**src/rtl/cpu_defs.sv**
```systemverilog
// Shared CPU definitions for the TLB path: op encoding, index type, entry
// layout and the configured TLB size.
package cpu_defs;

    localparam int TLB_ENTRIES_NUM = 16;
    localparam int TLB_IDX_W       = $clog2(TLB_ENTRIES_NUM);

    // CP0 TLB instructions handled by the sequencer
    typedef enum logic [1:0] {
        TLBR  = 2'd0,
        TLBWI = 2'd1,
        TLBWR = 2'd2,
        TLBP  = 2'd3
    } tlb_op_t;

    typedef logic [TLB_IDX_W-1:0] tlb_index_t;

    // One TLB entry: EntryHi part (VPN2/ASID/G) plus the two EntryLo halves
    typedef struct packed {
        logic [18:0] vpn2;
        logic [7:0]  asid;
        logic        g;
        logic [19:0] pfn0;
        logic [2:0]  c0;
        logic        d0;
        logic        v0;
        logic [19:0] pfn1;
        logic [2:0]  c1;
        logic        d1;
        logic        v1;
    } tlb_entry_t;

    // Sequencer states; ST_CHECK is only reachable with the duplicate check
    typedef enum logic [1:0] {
        ST_IDLE  = 2'd0,
        ST_EXEC  = 2'd1,
        ST_DONE  = 2'd2,
        ST_CHECK = 2'd3
    } tlb_ctrl_state_t;

    function automatic logic op_is_write(input tlb_op_t op);
        return (op == TLBWI) || (op == TLBWR);
    endfunction

    // EntryHi-format probe key built from an entry (bits 12:8 are zero)
    function automatic logic [31:0] entry_probe_key(input tlb_entry_t e);
        return {e.vpn2, 5'b0, e.asid};
    endfunction

endpackage

```
**src/rtl/tlb_random_gen.sv**
```systemverilog
// CP0 Random register: counts down from ENTRIES-1 to the Wired floor and
// wraps; a Wired write or an out-of-range Wired reloads ENTRIES-1.
module tlb_random_gen
    import cpu_defs::*;
#(
    parameter int ENTRIES = TLB_ENTRIES_NUM,
    parameter int IDX_W   = $clog2(ENTRIES)
) (
    input  logic             clk,
    input  logic             rst_n,
    input  logic [31:0]      cp0_wired,
    input  logic             wired_we,
    output logic [IDX_W-1:0] random
);

    localparam logic [IDX_W-1:0] RANDOM_MAX = IDX_W'(ENTRIES - 1);

    logic [IDX_W-1:0] random_reg;
    logic [IDX_W-1:0] random_next;
    logic             wired_out_of_range;

    // Next Random value: reload on Wired write, oversize Wired, or at the floor
    always_comb begin
        random_next        = random_reg - 1'b1;
        wired_out_of_range = (cp0_wired >= 32'(ENTRIES));
        if (wired_we || wired_out_of_range || (random_reg <= cp0_wired[IDX_W-1:0])) begin
            random_next = RANDOM_MAX;
        end
    end

    // Random state register
    always_ff @(posedge clk or negedge rst_n) begin
        if (!rst_n) begin
            random_reg <= RANDOM_MAX;
        end else begin
            random_reg <= random_next;
        end
    end

    assign random = random_reg;

endmodule

```
**src/rtl/tlb_op_ctrl.sv**
```systemverilog
// TLB instruction sequencer (TLBR/TLBWI/TLBWR/TLBP) between CP0 and the
// shared TLB array. Optional macro TLB_OP_CTRL_DUP_CHECK_EN inserts a probe
// of the write entry before TLBWI/TLBWR and suppresses duplicate writes.
module tlb_op_ctrl
    import cpu_defs::*;
#(
    parameter int ENTRIES = TLB_ENTRIES_NUM,
    parameter int IDX_W   = $clog2(ENTRIES)
) (
    input  logic             clk,
    input  logic             rst_n,
    input  logic             req_valid,
    input  tlb_op_t          req_op,
    output logic             req_ready,
    input  logic [31:0]      cp0_index,
    input  logic [31:0]      cp0_entry_hi,
    input  logic [31:0]      cp0_wired,
    input  logic             wired_we,
    input  tlb_entry_t       wr_entry,
    output logic             done_valid,
    output tlb_op_t          done_op,
    output tlb_entry_t       rd_entry,
    output logic [31:0]      probe_index,
    output logic             dup_err,
    output logic [31:0]      random_out,
    output logic [IDX_W-1:0] tlbrw_index,
    output logic             tlbrw_we,
    output tlb_entry_t       tlbrw_wdata,
    input  tlb_entry_t       tlbrw_rdata,
    output logic [31:0]      tlbp_entry_hi,
    input  logic [31:0]      tlbp_index
);

    tlb_ctrl_state_t  state_reg;
    tlb_op_t          op_reg;
    logic [IDX_W-1:0] idx_reg;
    logic [31:0]      entry_hi_reg;
    tlb_entry_t       wr_entry_reg;
    tlb_entry_t       rd_entry_reg;
    logic [31:0]      probe_index_reg;
    logic             done_valid_reg;
    tlb_op_t          done_op_reg;
    logic [IDX_W-1:0] random_idx;
    logic             unused_index_bits;

    // Only the low IDX_W bits of CP0 Index select an entry
    assign unused_index_bits = ^cp0_index[31:IDX_W];

    tlb_random_gen #(
        .ENTRIES (ENTRIES),
        .IDX_W   (IDX_W)
    ) u_random (
        .clk       (clk),
        .rst_n     (rst_n),
        .cp0_wired (cp0_wired),
        .wired_we  (wired_we),
        .random    (random_idx)
    );

`ifdef TLB_OP_CTRL_DUP_CHECK_EN
    logic dup_reg;
    logic dup_err_reg;

    // Sequencer FSM with duplicate-entry check ahead of writes
    always_ff @(posedge clk or negedge rst_n) begin
        if (!rst_n) begin
            state_reg       <= ST_IDLE;
            op_reg          <= TLBR;
            idx_reg         <= '0;
            entry_hi_reg    <= '0;
            wr_entry_reg    <= '0;
            rd_entry_reg    <= '0;
            probe_index_reg <= '0;
            done_valid_reg  <= 1'b0;
            done_op_reg     <= TLBR;
            dup_reg         <= 1'b0;
            dup_err_reg     <= 1'b0;
        end else begin
            done_valid_reg <= 1'b0;
            dup_err_reg    <= 1'b0;
            case (state_reg)
                ST_IDLE: begin
                    if (req_valid) begin
                        op_reg       <= req_op;
                        idx_reg      <= (req_op == TLBWR) ? random_idx : cp0_index[IDX_W-1:0];
                        entry_hi_reg <= cp0_entry_hi;
                        wr_entry_reg <= wr_entry;
                        dup_reg      <= 1'b0;
                        state_reg    <= op_is_write(req_op) ? ST_CHECK : ST_EXEC;
                    end
                end
                ST_CHECK: begin
                    // A hit somewhere other than the target would create a duplicate
                    dup_reg   <= !tlbp_index[31] && (tlbp_index[IDX_W-1:0] != idx_reg);
                    state_reg <= ST_EXEC;
                end
                ST_EXEC: begin
                    if (op_reg == TLBR) rd_entry_reg <= tlbrw_rdata;
                    if (op_reg == TLBP) probe_index_reg <= tlbp_index;
                    done_valid_reg <= 1'b1;
                    done_op_reg    <= op_reg;
                    dup_err_reg    <= dup_reg;
                    state_reg      <= ST_DONE;
                end
                default: state_reg <= ST_IDLE;
            endcase
        end
    end

    assign tlbrw_we      = (state_reg == ST_EXEC) && op_is_write(op_reg) && !dup_reg;
    assign tlbp_entry_hi = (state_reg == ST_CHECK) ? entry_probe_key(wr_entry_reg) : entry_hi_reg;
    assign dup_err       = dup_err_reg;
`else
    // Sequencer FSM: accept, one array-access cycle, one done cycle
    always_ff @(posedge clk or negedge rst_n) begin
        if (!rst_n) begin
            state_reg       <= ST_IDLE;
            op_reg          <= TLBR;
            idx_reg         <= '0;
            entry_hi_reg    <= '0;
            wr_entry_reg    <= '0;
            rd_entry_reg    <= '0;
            probe_index_reg <= '0;
            done_valid_reg  <= 1'b0;
            done_op_reg     <= TLBR;
        end else begin
            done_valid_reg <= 1'b0;
            case (state_reg)
                ST_IDLE: begin
                    if (req_valid) begin
                        op_reg       <= req_op;
                        idx_reg      <= (req_op == TLBWR) ? random_idx : cp0_index[IDX_W-1:0];
                        entry_hi_reg <= cp0_entry_hi;
                        wr_entry_reg <= wr_entry;
                        state_reg    <= ST_EXEC;
                    end
                end
                ST_EXEC: begin
                    if (op_reg == TLBR) rd_entry_reg <= tlbrw_rdata;
                    if (op_reg == TLBP) probe_index_reg <= tlbp_index;
                    done_valid_reg <= 1'b1;
                    done_op_reg    <= op_reg;
                    state_reg      <= ST_DONE;
                end
                default: state_reg <= ST_IDLE;
            endcase
        end
    end

    assign tlbrw_we      = (state_reg == ST_EXEC) && op_is_write(op_reg);
    assign tlbp_entry_hi = entry_hi_reg;
    assign dup_err       = 1'b0;
`endif

    assign req_ready   = (state_reg == ST_IDLE);
    assign done_valid  = done_valid_reg;
    assign done_op     = done_op_reg;
    assign rd_entry    = rd_entry_reg;
    assign probe_index = probe_index_reg;
    assign random_out  = {{(32-IDX_W){1'b0}}, random_idx};
    assign tlbrw_index = idx_reg;
    assign tlbrw_wdata = wr_entry_reg;

endmodule

```
**config.mk**
```make
export PLATFORM = sky130hd
export DESIGN_NAME = tlb_op_ctrl
export DESIGN_NICKNAME = d
export VERILOG_FILES = /design/src/rtl/cpu_defs.sv /design/src/rtl/tlb_random_gen.sv /design/src/rtl/tlb_op_ctrl.sv
export SDC_FILE = /design/constraint.sdc
export NUM_CORES = 1
export LEC_CHECK = 0
export CORE_AREA = 8 8 211 213
export CTS_CLUSTER_DIAMETER = 40
export DETAILED_ROUTE_END_ITERATION = 10
export DIE_AREA = 0 0 219 221
export PLACE_DENSITY = 0.62
export SYNTH_ARGS = -nofsm -noshare
export SYNTH_HDL_FRONTEND = slang
export SYNTH_SLANG_ARGS = --single-unit
```
**constraint.sdc**
```tcl
create_clock -name clk -period 2.4 [get_ports clk]
set_input_delay 0.24 -clock clk [delete_from_list [all_inputs] [get_ports clk]]
set_output_delay 0.24 -clock clk [all_outputs]
set_load 0.02 [all_outputs]
```
# --- Word level (Yosys, flattened, before mapping) ---
# Index checks and enable logic that the tools add are counted.
classes:
  n_eq_ne: 6
  n_mux: 5
  reduce_logical: 9
  magnitude_cmp: 2
  n_addsub: 1
ops:
  columns: ["operator", "n"]
  rows:
  - ["32-bit by 5-bit >= comparator with 1-bit output, second input constant", 1]
  - ["4-bit two-way mux", 2]
  - ["2-bit equality test, second input constant", 3]
  - ["2-bit AND reduction", 3]
  - ["2-bit by 1-bit equality test with 1-bit output, second input constant", 2]
  - ["4-bit less-or-equal comparator", 1]
  - ["2-bit logical NOT", 2]
  - ["2-bit case mux with 2 select lines", 1]
  - ["4-bit by 1-bit subtractor with 4-bit output, second input constant", 1]
  - ["1-bit logical OR", 3]
  - ["2-bit two-way mux", 1]
  - ["2-bit inequality test, second input constant", 1]
  - ["1-bit logical AND", 1]
  - ["1-bit two-way mux", 1]
totals:
  word_cells: 53
  in_bits: 290
  reg_bits: 235

# --- Longest topological paths before layout ---
depth:
  depth_word: 4
  ltp_mapped: 6
  depth_no_buf: 5

# --- Hierarchy ---
# A second synthesis with hierarchy kept.
unflattened:
  cells_unflattened: 576
  area_unflattened_um2: 9221.3
by_module_without_submodules:
  columns: ["mod", "area_per_inst_um2", "instances", "seq_area_each_um2", "cells_per_inst"]
  rows:
  - ["tlb_op_ctrl", 8841.0, 1, 5780.5, 537]
  - ["tlb_random_gen", 380.4, 1, 105.1, 39]

# --- Least setup slack after synthesis ---
# Ideal clock, no wire load.
synth_path:
  kind: "flip-flop to flip-flop"
  from: "reg state_reg[0]"
  to: "reg wr_entry_reg (netlist bit tlbrw_wdata[19])"
  setup_slack_ns: 0.846
  n_path_buf: 2
  stages_incl_launch_ff: 5
  period_less_slack_ns: 1.554
  required_ns: 2.275
  arrival_time_ns: 1.429
  cell_sequence: "dfrtp_1 -> nor3b_2 -> buf_2 -> buf_2 -> mux2_2"
synth_via:
  elab_chain_len: 2
synth_rtl:
  columns: ["element", "line_no", "source"]
  rows:
  - ["start, declared", "tlb_op_ctrl.sv:34", "tlb_ctrl_state_t state_reg;"]
  - ["start signal, assigned", "tlb_op_ctrl.sv:117", "state_reg <= ST_IDLE;"]
  - ["start signal, assigned", "tlb_op_ctrl.sv:135", "state_reg <= ST_EXEC;"]
  - ["start signal, assigned", "tlb_op_ctrl.sv:143", "state_reg <= ST_DONE;"]
  - ["2-bit logical NOT", "tlb_op_ctrl.sv:128", "case (state_reg)"]
  - ["2-bit AND reduction (no source line)", null, null]
  - ["end signal, assigned", "tlb_op_ctrl.sv:134", "wr_entry_reg <= wr_entry;"]
  - ["end, declared", "tlb_op_ctrl.sv:38", "tlb_entry_t wr_entry_reg;"]
# Every way passes these cells.
# A chain may end at the register's enable or synchronous reset.

# --- Final worst setup path ---
layout_path:
  from: "reg u_random.random_reg[1], in the netlist u_random.random[1]"
  to: "out random_out[1]"
layout_rtl:
  columns: ["element", "line_no", "source"]
  rows:
  - ["start, declared", "tlb_random_gen.sv:18", "logic [IDX_W-1:0] random_reg;"]
  - ["start signal, assigned", "tlb_random_gen.sv:36", "random_reg <= random_next;"]
  - ["end, declared", "tlb_op_ctrl.sv:25", "output logic [31:0] random_out,"]
# No word-level cell between the ends.

==> impl_metrics.xml <==
<?xml version="1.0" encoding="UTF-8"?>
<metrics>
  <group name="status">
    <metric name="status" unit="">completed</metric>
  </group>
  <group name="cells_and_area">
    <metric name="net_count_final" unit="">1400</metric>
    <metric name="finish.utilization" unit="%">39.3</metric>
    <metric name="most_frequent_standard_cell_in_the_layout_excluding_fill_and_tap_cells" unit="">sky130_fd_sc_hd__clkdlybuf4s50_1</metric>
    <metric name="final_cell_mix" unit="">sky130_fd_sc_hd__clkdlybuf4s50_1, sky130_fd_sc_hd__dfrtp_1, sky130_fd_sc_hd__mux2_2</metric>
    <metric name="layout-drive-gt1-share" unit="%">28.3</metric>
    <metric name="syn_to_final_growth" unit="%">76.3</metric>
    <metric name="n_antenna_cell" unit="">0</metric>
  </group>
  <group name="sta">
    <metric name="setup_total_neg_slack" unit="ns">0</metric>
    <metric name="worst_slack" unit="ns">0.379</metric>
    <metric name="hold-worst-slack" unit="ns">0.229</metric>
    <metric name="finalClockSkew" unit="ns">0.0251</metric>
    <metric name="post-route-min-period" unit="ns">2.02</metric>
    <metric name="fin_crit_sh" unit="%">84.2</metric>
    <metric name="timing.final.max_slew_violations" unit="">0</metric>
    <metric name="hold_viol" unit="">0</metric>
    <metric name="achievable-frequency" unit="GHz">0.495</metric>
    <metric name="grt_setup_unrepaired" unit="">false</metric>
    <metric name="finalSetupViolations" unit="">0</metric>
  </group>
  <group name="worst_setup_path">
    <metric name="worst-endpoint-required" unit="ns">2.16</metric>
    <metric name="reg2reg_setup_slack" unit="ns">0.62</metric>
    <metric name="register_to_register_path_depth" unit="">3</metric>
    <metric name="setup.worst_path.class" unit="">reg2out</metric>
    <metric name="slowest_stage" unit="">sky130_fd_sc_hd__clkdlybuf4s50_1</metric>
    <metric name="worstPathArrival" unit="ns">1.78</metric>
    <metric name="worstSetupStartpointType" unit="">register</metric>
    <metric name="critical_path.n_buffers_inverters" unit="">1</metric>
    <metric name="critical_path.cell_chain" unit="">clkdlybuf4s50_1</metric>
    <metric name="cpPeakStageDelay" unit="ns">0.65</metric>
    <metric name="critPathTopFamily" unit="">buffers and inverters</metric>
    <metric name="worst_flop_to_flop_path_startpoint" unit="">state_reg[1]</metric>
    <metric name="rr_endpoint" unit="">tlbp_entry_hi[4]</metric>
    <metric name="worst_setup_path_end_kind" unit="">output port</metric>
    <metric name="critical_path.max_fanout" unit="">6</metric>
  </group>
  <group name="floorplan">
    <metric name="rows" unit="">75</metric>
    <metric name="dieHeight" unit="um">221</metric>
    <metric name="core_area" unit="mm^2">0.0413</metric>
    <metric name="die_width" unit="um">219</metric>
    <metric name="floorplan.die_area" unit="mm^2">0.0484</metric>
    <metric name="start_util" unit="%">22.3</metric>
    <metric name="io_pins" unit="">552</metric>
  </group>
  <group name="synthesis">
    <metric name="largest_family_of_logic_cells_by_synthesized_area" unit="">multiplexers</metric>
    <metric name="synth_area" unit="mm^2">0.00921</metric>
    <metric name="yosysWarningCount" unit="">0</metric>
    <metric name="avgSynthCellArea" unit="um^2">16.0</metric>
    <metric name="netlist_instances" unit="">576</metric>
    <metric name="synth_async_sr_flop_share" unit="%">100</metric>
    <metric name="synth_seq_cells" unit="">235</metric>
    <metric name="synth-xor-area-share" unit="%">0.0951</metric>
    <metric name="synth-simple-area-share" unit="%">2.03</metric>
    <metric name="ys_seq_area_share" unit="%">63.9</metric>
    <metric name="synth-compound-area-share" unit="%">0.979</metric>
    <metric name="synthAdderAreaFrac" unit="%">0.951</metric>
    <metric name="yosys_most_used_dff" unit="">sky130_fd_sc_hd__dfrtp_1</metric>
    <metric name="synth_enable_flop_cells" unit="">0</metric>
    <metric name="synth_cell_type_count" unit="">33</metric>
    <metric name="synthMuxAreaShare" unit="%">27.6</metric>
  </group>
  <group name="drt">
    <metric name="ant_nets" unit="">0</metric>
    <metric name="first_pass_iters" unit="">4</metric>
    <metric name="drc" unit="">0</metric>
    <metric name="via_per_inst" unit="">3.99</metric>
    <metric name="drt-initial-drc-count" unit="">232</metric>
    <metric name="wire_per_inst" unit="um">18.7</metric>
    <metric name="routed_wirelength" unit="mm">31.4</metric>
    <metric name="route.vias.total" unit="">6695</metric>
  </group>
  <group name="global_route">
    <metric name="grt_first_pass_wirelength" unit="mm">47.0</metric>
    <metric name="antenna_found_initial" unit="">0</metric>
    <metric name="globalRouteOverflowTotal" unit="">0</metric>
    <metric name="largest_net_degree_at_the_start_of_global_routing" unit="">61</metric>
    <metric name="first_global_vias" unit="">7401</metric>
    <metric name="grt_usage" unit="%">12.6</metric>
  </group>
  <group name="clock_tree">
    <metric name="cts_tree" unit="">built</metric>
    <metric name="clock_path_buffers" unit="">3</metric>
    <metric name="clkLatencyLatePin" unit="ns">0.54</metric>
    <metric name="h-tree-depth" unit="">2</metric>
    <metric name="cts_buffers" unit="">42</metric>
    <metric name="clkSlewWorstSetupHoldPaths" unit="ns">0.05</metric>
    <metric name="clockRootBuffer" unit="">sky130_fd_sc_hd__clkbuf_16</metric>
    <metric name="clock-sinks" unit="">235</metric>
  </group>
  <group name="min_path">
    <metric name="min_path_type" unit="">in2async</metric>
  </group>
  <group name="job">
    <metric name="cap_viol_max_count" unit="">0</metric>
  </group>
  <group name="placed_design">
    <metric name="place.gp.congestion" unit="">0.764</metric>
    <metric name="detailed_place_hpwl" unit="mm">24.8</metric>
    <metric name="port_buffers" unit="">494</metric>
    <metric name="pre_cts_slack" unit="ns">0.408</metric>
  </group>
  <group name="power">
    <metric name="total_leakage_power" unit="uW">0.00671</metric>
    <metric name="irDropWorstVdd" unit="V">0.000560</metric>
    <metric name="power_density" unit="mW/mm^2">1210</metric>
  </group>
</metrics>
what timing repair did:
item                                    in CTS  in global routing
setup buffers                                0                  0
endpoints found under the hold margin       44                  0
gates resized for setup                      2                  1
endpoints found under the setup margin       1                  1
cloned                                       0                  0
hold buffers                                 1                  0
cell usage after synthesis (2+ instances only):
| cell | count | share of area, % |
|---|---|---|
| sky130_fd_sc_hd__ha_1 | 7 | 0.95 |
| sky130_fd_sc_hd__buf_4 | 34 | 2.8 |
| sky130_fd_sc_hd__nor4_1 | 8 | 0.54 |
| sky130_fd_sc_hd__mux2_2 | 222 | 27 |
| sky130_fd_sc_hd__nand2_1 | 3 | 0.12 |
| sky130_fd_sc_hd__o21ai_0 | 2 | 0.11 |
| sky130_fd_sc_hd__mux2i_1 | 4 | 0.43 |
| sky130_fd_sc_hd__nor2b_1 | 3 | 0.20 |
| sky130_fd_sc_hd__inv_1 | 7 | 0.29 |
| sky130_fd_sc_hd__o2111ai_1 | 4 | 0.38 |
| sky130_fd_sc_hd__nor2_1 | 6 | 0.24 |
| sky130_fd_sc_hd__dfstp_2 | 4 | 1.1 |
| sky130_fd_sc_hd__buf_2 | 17 | 0.92 |
| sky130_fd_sc_hd__a21oi_1 | 4 | 0.22 |
| sky130_fd_sc_hd__dfrtp_1 | 231 | 63 |
| sky130_fd_sc_hd__buf_6 | 3 | 0.37 |
layout make-up:
type,count,area (um^2)
Timing Repair Buffer,510,5170
Sequential cell,235,5890
Inverter,7,26.3
Fill cell,3963,25100
Multi-Input combinational cell,307,3040
Clock buffer,52,1180
Tap cell,539,674
Clock inverter,26,253
routing by layer:
| metal | track usage [%] | up-vias | share of wire, % |
|---|---|---|---|
| li1 | - | 3048 | - |
| met1 | 12.7 | 3323 | 34 |
| met2 | 23.3 | 276 | 55 |
| met3 | 4.79 | 48 | 8.7 |
| met4 | 4.20 | 0 | 2.5 |
| met5 | 0 | - | 0 |
metrics by stage:
| stage | cells | area (um^2) | total power, uW |
|---|---|---|---|
| after floorplan | 604 | 9310 | 9720 |
| after global routing | 1676 | 16200 | 20600 |
| after detailed placement | 1597 | 14800 | 13900 |
| after global placement | 1597 | 14800 | 13800 |
| after CTS | 1676 | 16200 | 20000 |
| final | 1676 | 16200 | 19600 |
how the worst max path moves through the flow:
stage                        from               to  cells past startpoint
6_report       u_random.random[1]    random_out[1]                      1
2_1_floorplan        state_reg[0]  tlbrw_wdata[19]                      4
3_3_place_gp            req_valid  tlbrw_wdata[22]                      4
5_1_grt        u_random.random[2]    random_out[2]                      1
4_1_cts              state_reg[0]         tlbrw_we                      3
3_5_place_dp         state_reg[0]         tlbrw_we                      3
logic make-up (layout without fill, tap and decap cells):
family,count (synthesis),in the layout
muxes,226,226
other,1,29
AOI/OAI and AO/OA,13,13
adders and majority gates,7,7
DFF,235,235
buffers and inverters,62,595
xor gates and xnor gates,1,1
and+or+nand+nor,31,31
power by group:
part,internal (uW),switching (uW)
registers,5450,725
clock network,3750,2110
logic,4050,3510
No activity file was read; power rests on OpenSTA's default activity.
